<file path="src/rtl/rob_if.sv">
// Issue, result-broadcast and commit signals between the pipeline and the reorder buffer.
// Global enable and flush travel with the bus so one bundle describes a whole cycle of activity.
interface rob_if;
    logic        rdy;
    logic        rob_flush;
    logic        alloc_valid;
    logic [4:0]  alloc_rd;
    logic        alloc_is_branch_or_store;
    logic        alloc_is_store;
    logic [31:0] alloc_value;
    logic [3:0]  alloc_tag;
    logic        rob_full;
    logic        simple_ins_commit;
    logic [3:0]  simple_ins_rename;
    logic        cdb_valid;
    logic [3:0]  cdb_tag;
    logic [31:0] cdb_value;
    logic        register_update_flag;
    logic [4:0]  register_commit_dest;
    logic [31:0] register_commit_value;
    logic [3:0]  rename_of_commit_ins;
    logic        store_commit;
    logic [3:0]  store_commit_tag;

    modport master (
        output rdy, rob_flush, alloc_valid, alloc_rd, alloc_is_branch_or_store, alloc_is_store,
               alloc_value, simple_ins_commit, simple_ins_rename, cdb_valid, cdb_tag, cdb_value,
        input  alloc_tag, rob_full, register_update_flag, register_commit_dest,
               register_commit_value, rename_of_commit_ins, store_commit, store_commit_tag
    );

    modport slave (
        input  rdy, rob_flush, alloc_valid, alloc_rd, alloc_is_branch_or_store, alloc_is_store,
               alloc_value, simple_ins_commit, simple_ins_rename, cdb_valid, cdb_tag, cdb_value,
        output alloc_tag, rob_full, register_update_flag, register_commit_dest,
               register_commit_value, rename_of_commit_ins, store_commit, store_commit_tag
    );
endinterface

</file>
<file path="src/rtl/reorder_buffer.sv">
// 16-entry in-order-commit reorder buffer with one commit per cycle and flush.
// Optional feature: define ROB_COMMIT_COUNT_EN to add the commit_count output.
module reorder_buffer #(
    parameter int ROB_DEPTH = 16
) (
    input  logic        clk,
    input  logic        rst_n,
`ifdef ROB_COMMIT_COUNT_EN
    output logic [31:0] commit_count,
`endif
    rob_if.slave        rob
);
    localparam logic [4:0] FULL = 5'(ROB_DEPTH);

    typedef struct packed {
        logic [4:0]  rd;
        logic        no_wb;
        logic        is_store;
        logic [31:0] value;
    } entry_t;

    logic [ROB_DEPTH-1:0] busy_q, busy_d, ready_q, ready_d;
    entry_t               data_q [ROB_DEPTH];
    entry_t               data_d [ROB_DEPTH];
    logic [3:0]           head_q, head_d, tail_q, tail_d;
    logic [4:0]           count_q, count_d;
    logic                 reg_update_q, reg_update_d, store_commit_q, store_commit_d;
    logic [4:0]           commit_dest_q, commit_dest_d;
    logic [31:0]          commit_value_q, commit_value_d;
    logic [3:0]           commit_tag_q, commit_tag_d, store_tag_q, store_tag_d;
    logic                 do_alloc, do_commit;
    entry_t               head_ent;
`ifdef ROB_COMMIT_COUNT_EN
    logic [31:0]          commit_count_q, commit_count_d;
`endif

    assign do_alloc  = rob.alloc_valid && (count_q < FULL);
    assign do_commit = busy_q[head_q] && ready_q[head_q];
    assign head_ent  = data_q[head_q];

    // NOTE: every always_comb output gets a default first so no path leaves it unassigned (no latches).
    always_comb begin
        busy_d         = busy_q;
        ready_d        = ready_q;
        data_d         = data_q;
        head_d         = head_q;
        tail_d         = tail_q;
        count_d        = count_q;
        reg_update_d   = reg_update_q;
        store_commit_d = store_commit_q;
        commit_dest_d  = commit_dest_q;
        commit_value_d = commit_value_q;
        commit_tag_d   = commit_tag_q;
        store_tag_d    = store_tag_q;
`ifdef ROB_COMMIT_COUNT_EN
        commit_count_d = commit_count_q;
`endif
        if (rob.rdy) begin
            reg_update_d   = 1'b0;
            store_commit_d = 1'b0;
            if (rob.rob_flush) begin
                busy_d  = '0;
                ready_d = '0;
                head_d  = '0;
                tail_d  = '0;
                count_d = '0;
            end else begin
                if (rob.simple_ins_commit)
                    ready_d[rob.simple_ins_rename] = 1'b1;
                if (rob.cdb_valid && busy_q[rob.cdb_tag]) begin
                    ready_d[rob.cdb_tag]      = 1'b1;
                    data_d[rob.cdb_tag].value = rob.cdb_value;
                end
                // Tail never equals a busy head while count<16, so alloc and commit touch different slots.
                if (do_alloc) begin
                    busy_d[tail_q]  = 1'b1;
                    ready_d[tail_q] = 1'b0;
                    data_d[tail_q]  = '{rd: rob.alloc_rd, no_wb: rob.alloc_is_branch_or_store,
                                        is_store: rob.alloc_is_store, value: rob.alloc_value};
                    tail_d          = tail_q + 4'd1;
                end
                if (do_commit) begin
                    busy_d[head_q]  = 1'b0;
                    ready_d[head_q] = 1'b0;
                    head_d          = head_q + 4'd1;
                    if (!head_ent.no_wb) begin
                        reg_update_d   = 1'b1;
                        commit_dest_d  = head_ent.rd;
                        commit_value_d = head_ent.value;
                        commit_tag_d   = head_q;
                    end else if (head_ent.is_store) begin
                        store_commit_d = 1'b1;
                        store_tag_d    = head_q;
                    end
`ifdef ROB_COMMIT_COUNT_EN
                    commit_count_d = commit_count_q + 32'd1;
`endif
                end
                count_d = count_q + {4'd0, do_alloc} - {4'd0, do_commit};
            end
        end
    end

    // NOTE: state flops use non-blocking assignments so every flop samples pre-edge values.
    always_ff @(posedge clk or negedge rst_n) begin
        if (!rst_n) begin
            busy_q         <= '0;
            ready_q        <= '0;
            head_q         <= '0;
            tail_q         <= '0;
            count_q        <= '0;
            reg_update_q   <= 1'b0;
            store_commit_q <= 1'b0;
            commit_dest_q  <= '0;
            commit_value_q <= '0;
            commit_tag_q   <= '0;
            store_tag_q    <= '0;
`ifdef ROB_COMMIT_COUNT_EN
            commit_count_q <= '0;
`endif
        end else begin
            busy_q         <= busy_d;
            ready_q        <= ready_d;
            head_q         <= head_d;
            tail_q         <= tail_d;
            count_q        <= count_d;
            reg_update_q   <= reg_update_d;
            store_commit_q <= store_commit_d;
            commit_dest_q  <= commit_dest_d;
            commit_value_q <= commit_value_d;
            commit_tag_q   <= commit_tag_d;
            store_tag_q    <= store_tag_d;
`ifdef ROB_COMMIT_COUNT_EN
            commit_count_q <= commit_count_d;
`endif
        end
    end

    // NOTE: the payload array has no reset; a slot is only read after busy marks it written.
    always_ff @(posedge clk) begin
        data_q <= data_d;
    end

    assign rob.alloc_tag             = tail_q;
    assign rob.rob_full              = (count_q == FULL);
    assign rob.register_update_flag  = reg_update_q;
    assign rob.register_commit_dest  = commit_dest_q;
    assign rob.register_commit_value = commit_value_q;
    assign rob.rename_of_commit_ins  = commit_tag_q;
    assign rob.store_commit          = store_commit_q;
    assign rob.store_commit_tag      = store_tag_q;
`ifdef ROB_COMMIT_COUNT_EN
    assign commit_count              = commit_count_q;
`endif
endmodule
</file>
<file path="src/flat_wrapper.sv">
// flat-port wrapper written by rule: the top's interface ports become plain ports
module reorder_buffer_flat 
#(
    parameter int ROB_DEPTH = 16
)
  (clk, rst_n, rob_rdy, rob_rob_flush, rob_alloc_valid, rob_alloc_rd, rob_alloc_is_branch_or_store, rob_alloc_is_store, rob_alloc_value, rob_simple_ins_commit, rob_simple_ins_rename, rob_cdb_valid, rob_cdb_tag, rob_cdb_value, rob_alloc_tag, rob_rob_full, rob_register_update_flag, rob_register_commit_dest, rob_register_commit_value, rob_rename_of_commit_ins, rob_store_commit, rob_store_commit_tag);
  rob_if rob_i ();
  input  logic clk;
  input  logic rst_n;
  input wire logic [$bits(rob_i.rdy)-1:0] rob_rdy;
  input wire logic [$bits(rob_i.rob_flush)-1:0] rob_rob_flush;
  input wire logic [$bits(rob_i.alloc_valid)-1:0] rob_alloc_valid;
  input wire logic [$bits(rob_i.alloc_rd)-1:0] rob_alloc_rd;
  input wire logic [$bits(rob_i.alloc_is_branch_or_store)-1:0] rob_alloc_is_branch_or_store;
  input wire logic [$bits(rob_i.alloc_is_store)-1:0] rob_alloc_is_store;
  input wire logic [$bits(rob_i.alloc_value)-1:0] rob_alloc_value;
  input wire logic [$bits(rob_i.simple_ins_commit)-1:0] rob_simple_ins_commit;
  input wire logic [$bits(rob_i.simple_ins_rename)-1:0] rob_simple_ins_rename;
  input wire logic [$bits(rob_i.cdb_valid)-1:0] rob_cdb_valid;
  input wire logic [$bits(rob_i.cdb_tag)-1:0] rob_cdb_tag;
  input wire logic [$bits(rob_i.cdb_value)-1:0] rob_cdb_value;
  output wire logic [$bits(rob_i.alloc_tag)-1:0] rob_alloc_tag;
  output wire logic [$bits(rob_i.rob_full)-1:0] rob_rob_full;
  output wire logic [$bits(rob_i.register_update_flag)-1:0] rob_register_update_flag;
  output wire logic [$bits(rob_i.register_commit_dest)-1:0] rob_register_commit_dest;
  output wire logic [$bits(rob_i.register_commit_value)-1:0] rob_register_commit_value;
  output wire logic [$bits(rob_i.rename_of_commit_ins)-1:0] rob_rename_of_commit_ins;
  output wire logic [$bits(rob_i.store_commit)-1:0] rob_store_commit;
  output wire logic [$bits(rob_i.store_commit_tag)-1:0] rob_store_commit_tag;
  assign rob_i.rdy = rob_rdy;
  assign rob_i.rob_flush = rob_rob_flush;
  assign rob_i.alloc_valid = rob_alloc_valid;
  assign rob_i.alloc_rd = rob_alloc_rd;
  assign rob_i.alloc_is_branch_or_store = rob_alloc_is_branch_or_store;
  assign rob_i.alloc_is_store = rob_alloc_is_store;
  assign rob_i.alloc_value = rob_alloc_value;
  assign rob_i.simple_ins_commit = rob_simple_ins_commit;
  assign rob_i.simple_ins_rename = rob_simple_ins_rename;
  assign rob_i.cdb_valid = rob_cdb_valid;
  assign rob_i.cdb_tag = rob_cdb_tag;
  assign rob_i.cdb_value = rob_cdb_value;
  assign rob_alloc_tag = rob_i.alloc_tag;
  assign rob_rob_full = rob_i.rob_full;
  assign rob_register_update_flag = rob_i.register_update_flag;
  assign rob_register_commit_dest = rob_i.register_commit_dest;
  assign rob_register_commit_value = rob_i.register_commit_value;
  assign rob_rename_of_commit_ins = rob_i.rename_of_commit_ins;
  assign rob_store_commit = rob_i.store_commit;
  assign rob_store_commit_tag = rob_i.store_commit_tag;
  reorder_buffer #(.ROB_DEPTH(ROB_DEPTH)) u_core (.clk(clk), .rst_n(rst_n), .rob(rob_i));
endmodule
</file>
<file path="config.mk">
export PLATFORM = sky130hd
export DESIGN_NAME = reorder_buffer_flat
export DESIGN_NICKNAME = d
export VERILOG_FILES = /design/src/rtl/rob_if.sv /design/src/rtl/reorder_buffer.sv /design/src/flat_wrapper.sv
export SDC_FILE = /design/constraint.sdc
export NUM_CORES = 2
export LEC_CHECK = 0
export BUFFER_PORTS_ARGS = -buffer_cell sky130_fd_sc_hd__buf_4
export CORE_UTILIZATION = 50
export CTS_CLUSTER_DIAMETER = 200
export DETAILED_ROUTE_END_ITERATION = 10
export GPL_ROUTABILITY_DRIVEN = 1
export PLACE_DENSITY_LB_ADDON = 0.25
export RECOVER_POWER = 100
export SYNTH_ARGS = -nofsm -noshare
export SYNTH_HDL_FRONTEND = slang
export SYNTH_SLANG_ARGS = --single-unit
</file>
<file path="constraint.sdc">
create_clock -name clk -period 4.14 [get_ports clk]
set_input_delay 0.414 -clock clk [delete_from_list [all_inputs] [get_ports clk]]
set_output_delay 0.414 -clock clk [all_outputs]
set_load 0.02 [all_outputs]
</file>
[Yosys cells after proc, flatten, opt, wreduce, memory -nomap -nowiden]
Index checks and enable logic that the tools add are counted.
Storage, ports and cells
  register bits: 716
  logic and storage cells: 178
Cells by class
  bitwise gates (word level): 13
  multiplexer cells: 55
  equality and inequality tests: 1
  magnitude comparators: 14
  reductions and logical operators: 16
  add/subtract/negate cells: 4
Operator list (count)
  624-bit two-way mux: 4
  624-bit bitwise mux: 2
  39-bit demux with 4-bit select: 2
  16-bit two-way mux: 16
  39-bit binary-select mux with 4-bit select: 1
  39-bit two-way mux: 3
  16-bit bitwise AND: 3
  16-bit bitwise OR: 3
  32-bit two-way mux: 1
  16-bit inverter: 2
  4-bit by 5-bit less-than comparator with 1-bit output, second input constant: 4
  1-bit demux with 4-bit select: 4
  4-bit by 1-bit >= comparator with 1-bit output, second input constant: 4
  4-bit two-way mux: 4
  5-bit >= comparator, second input constant: 3
  4-bit inverter with 5-bit output: 3
  1-bit two-way mux: 14
  1-bit binary-select mux with 4-bit select: 3
  5-bit by 1-bit less-than comparator with 1-bit output, second input constant: 2
  1-bit logical AND: 9
  4-bit by 1-bit adder with 4-bit output, second input constant: 2
  2-bit AND reduction: 3
  5-bit by 1-bit adder with 5-bit output: 1
  5-bit equality test, second input constant: 1
  7 further kinds: 9

[Longest topological paths before layout]
  depth in word-level cells: 19
  mapped depth: 17

[Least setup slack after synthesis]
Ideal clock, no wire load.
  kind: input to register
  start point: input port rob_rob_flush
  end point: register u_core.store_tag_q[0] (netlist: u_core.rob.store_commit_tag[0])
  cell stages on the path: 5
  data arrival time: 14.051 ns
  setup slack: -10.036 ns
  library setup time: 0.125 ns
  cell sequence: nand2b_1 clkinv_1 and4_2 clkbuf_1 mux2_2
On the way
  word-level cells in the longest chain between the ends: 2
Ends and longest elaborated chain
  start: declaration: RTL line flat_wrapper.sv:11  | input wire logic [$bits(rob_i.rob_flush)-1:0] rob_rob_flush;
  1-bit inverter (no source line)
  5-bit AND reduction (no source line)
  end signal: assignment: RTL line reorder_buffer.sv:132  | store_tag_q <= store_tag_d;
  end: declaration: RTL line reorder_buffer.sv:30  | logic [3:0] commit_tag_q, commit_tag_d, store_tag_q, store_tag_d;
Every way passes these cells.
A chain may end at the register's enable or synchronous reset.

[Final worst setup path]
  start point: register u_core.count_q[4]
  end point: register u_core.data_q[274] (netlist bit) (data pin)
On the way
  word-level cells in the longest chain between the ends: 3
Ends and longest elaborated chain
  start: declaration: RTL line reorder_buffer.sv:26  | logic [4:0] count_q, count_d;
  start signal: assignment: RTL line reorder_buffer.sv:126  | count_q <= count_d;
  5-bit less-than comparator: RTL line reorder_buffer.sv:37  | assign do_alloc = rob.alloc_valid && (count_q < FULL);
  1-bit logical AND: RTL line reorder_buffer.sv:37
  624-bit two-way mux: RTL line reorder_buffer.sv:75  | if (do_alloc) begin
  end signal: assignment: RTL line reorder_buffer.sv:141  | data_q <= data_d;
  end: declaration: RTL line reorder_buffer.sv:23  | entry_t data_q [ROB_DEPTH];
Every way passes these cells.

==> impl_metrics.csv <==
group,metric,value,unit
outcome,status,"complete, but fails checks",
outcome,violations,"capacitance limit, slew limit",
routing,top_layer_used,"met5",
global_routing,grt_pass1_wl,173000,um
routing,wirelength,116000,um
floorplanning,num_rows,103,
routing,route.met3.wl,9860,um
power,p_sw,0.00471,W
power,comb_power_share,13.6,%
routing,first_iter_violations,3091,
synthesis,synthesis.instances,3275,
sta,tightest_slew,3.10,ns
placement,dpl-instance-area,41700,um2
worst_hold_path,min-delay-start,"rob_alloc_rd[0]",
sta,fin_hold_ws,0.174,ns
synthesis,postSynthAreaPerCell,12.2,um2
clock_network,cts_buffer_depth,3,
power,p_leak,14.6,nW
final_layout,design_area,43700,um2
sta,setup_viol,0,
routing,post_drt_wl_per_cell,26.8,um
worst_setup_path,endpoint_kind,"flip-flop",
clock_network,cts-resized-gates,0,
synthesis,async_flop_share,12.8,%
routing,via_per_inst,6.30,
clock_network,numCtsBuffers,79,
sta,max_freq,0.259,GHz
worst_setup_path,crit_required,4.44,ns
power,swShare,26.0,%
power,power_frac_clock,38.3,%
job,maxCapViolations,12,
worst_setup_path,timing.rr.start,"u_core.count_q[4]",
worst_setup_path,cp.arrival,4.16,ns
sta,maxSlewHeadroom,-106,%
routing,dr_total_vias,27300,
floorplanning,die_x,284,um
power,p_total,0.0181,W
power,ir_worst_vdd,0.000297,V
floorplanning,dieArea,80800,um2
placement,hpwlAfterDp,64600,um
worst_setup_path,r2r_end,"u_core.data_q[274]",
sta,maxSlewViolCount,667,
synthesis,syn_area,39800,um2
global_routing,grt-ovfl-total,0,
clock_network,h-tree-depth,3,
sta,hold_violations,0,
sta,fin_crit,3.86,ns
synthesis,yosysTopAreaCell,"edfxtp_1",
final_layout,final_nets,3308,
final_layout,fill_cells,6554,
synthesis,ys_seq_area_share,52.8,%
placement,port_buffers,137,
clock_network,clock_latency,0.63,ns
final_layout,drive_gt1_share,15.0,%
worst_setup_path,r2r_setup_slack,0.28,ns
synthesis,synth_area_leaders,"edfxtp_1 (47%), mux2i_1 (13%), mux4_2 (11%), dfrtp_1 (5.8%), o21ai_0 (5.5%)",
worst_setup_path,path_class,"flip-flop to flip-flop",
final_layout,syn_to_final_growth,9.69,%
worst_setup_path,path_max_fanout,44,
synthesis,ys_ff_latch,716,
floorplanning,die_h,284,um
synthesis,yosysUniqueCellTypes,56,
worst_hold_path,hp-class,"input port to flip-flop",
synthesis,ys_warn_count,0,
routing,route.detailed.drc,0,
sta,clock_skew,0.0244,ns
global_routing,antenna_found_initial,6,
worst_hold_path,whs_path_depth,2,
synthesis,synth_common_cells,"edfxtp_1 (624), mux2i_1 (524), o21ai_0 (439), nand2_1 (430), clkbuf_1 (257)",
worst_setup_path,crit_path_start,"u_core.count_q[4]",
clock_network,clk_pin_slew_worst_paths,0.06,ns
synthesis,synth_top_area_share,47.1,%
worst_hold_path,min_to,"u_core.data_q[73]",
sta,finalCritPeriodShare,93.2,%
sta,finalSetupTns,0,ns
routing,ant_nets,0,
routing,first_pass_iters,8,
floorplanning,core_region_area,78900,um2
power,power_density,415,nW/um2
power,p_seq_share,48.1,%
clock_network,cts_tree,"yes",
floorplanning,start_util,50.5,%
worst_setup_path,crit_path_start_kind,"flip-flop",
clock_network,root_buffer,"clkbuf_16",
synthesis,syn-num-nets,3376,
routing,dr_wl_met2,56300,um
routing,wl_met1,46000,um
sta,rsz0062_at_grt,"false",
worst_setup_path,worstRegToRegCells,6,
global_routing,grt_pass1_vias,27000,
clock_network,cts.sink_count,716,
global_routing,grt_max_degree,154,
synthesis,synth.most_common_cell,"edfxtp_1",
synthesis,ys.flop_type,"edfxtp_1",
synthesis,synth_edf_count,624,
floorplanning,io_pins,138,
global_routing,grt.total_usage,28.4,%
placement,gp_congestion,0.877,
power,internal_power,0.0134,W
## power by group through the flow
stage	Clock [W]	Sequential, W	Combinational, W
2_1_floorplan	0	0.00887	0.00169
3_5_place_dp	0	0.00886	0.00265
3_3_place_gp	0	0.00884	0.00256
4_1_cts	0.00702	0.00872	0.00265
6_report	0.00695	0.00872	0.00246
5_1_grt	0.00729	0.00876	0.00266
## layer usage
metal | global-route usage (%) | up-vias
li1 | - | 12000
met1 | 37.9 | 13700
met2 | 46.5 | 1307
met3 | 5.54 | 234
met4 | 9.96 | 4
met5 | 0 | -
## worst max path at each step
stage                                                       to  slack [ns]  cells past startpoint
final                                       u_core.data_q[274]        0.28                      6
after global routing                        u_core.data_q[573]        0.11                      6
after CTS                 u_core.rob.register_commit_value[20]        0.33                      6
after detailed placement  u_core.rob.register_commit_value[20]        0.35                      6
after global placement    u_core.rob.register_commit_value[18]        0.40                      6
after floorplan                              u_core.count_q[4]        0.81                     17
## final cells by class
cell class	instances	area [um2]	area share, %
clock inverter	29	254	0.581
timing repair buffer	204	1430	3.28
inverter	15	58.8	0.135
multi-input combinational	2191	17300	39.6
antenna	4	10.0	0.0229
clock buffer	118	2260	5.17
tap	1050	1310	3.01
sequential	716	21100	48.2
## layout by cell type, fill, tap and decap left out, types with 16 or more instances in the layout
master,count
dfrtp_1,88
mux4_2,188
and2_0,38
a21o_1,19
clkbuf_1,93
and2_1,63
mux2i_1,524
mux2_2,16
and3_1,16
nand2_1,430
mux2_1,28
nor2_1,135
a21oi_1,144
edfxtp_1,624
clkbuf_16,83
buf_4,110
o21ai_0,439
## worst max-delay path, stage by stage (launching register included)
cell and delay, ns:
dfrtp_1 0.41, nor2b_1 0.11, clkbuf_1 0.61, nand2_1 0.36
nor2_1 0.62, clkbuf_2 1.10, o21ai_0 0.28
## registers in the layout, summed over array words and instances, names as in the netlist
register	flops
u_core.rob.rename_of_commit_ins	4
u_core.rob.register_update_flag	1
u_core.rob.alloc_tag	4
u_core.data_q	624
u_core.rob.register_commit_value	32
u_core.count_q	5
u_core.ready_q	16
u_core.rob.register_commit_dest	5
u_core.busy_q	16
u_core.head_q	4
u_core.rob.store_commit	1
u_core.rob.store_commit_tag	4
## per-stage QoR
stage / instances / worst slack [ns] / util (%)
6_report: 4327 / 0.281 / 55.4
5_1_grt: 4327 / 0.112 / 55.4
4_1_cts: 4323 / 0.326 / 56.0
3_5_place_dp: 4175 / 0.350 / 52.8
3_3_place_gp: 4175 / 0.404 / 52.8
2_1_floorplan: 3275 / 0.812 / -
## cell families after synthesis
kind of cell	after synthesis	share of synthesized area, %
xor gates and xnor gates	1	0.0220
buffers and inverters	368	3.69
and+or+nand+nor	760	8.35
AOI/OAI and AO/OA	648	8.63
muxes	767	26.0
adders and majority gates	15	0.490
DFF	716	52.8
## repair_timing
action / in CTS / in global routing
hold endpoints to repair: 40 / 0
hold buffers: 1 / 0
setup buffers: 0 / 0
No activity file was read; power rests on OpenSTA's default activity.
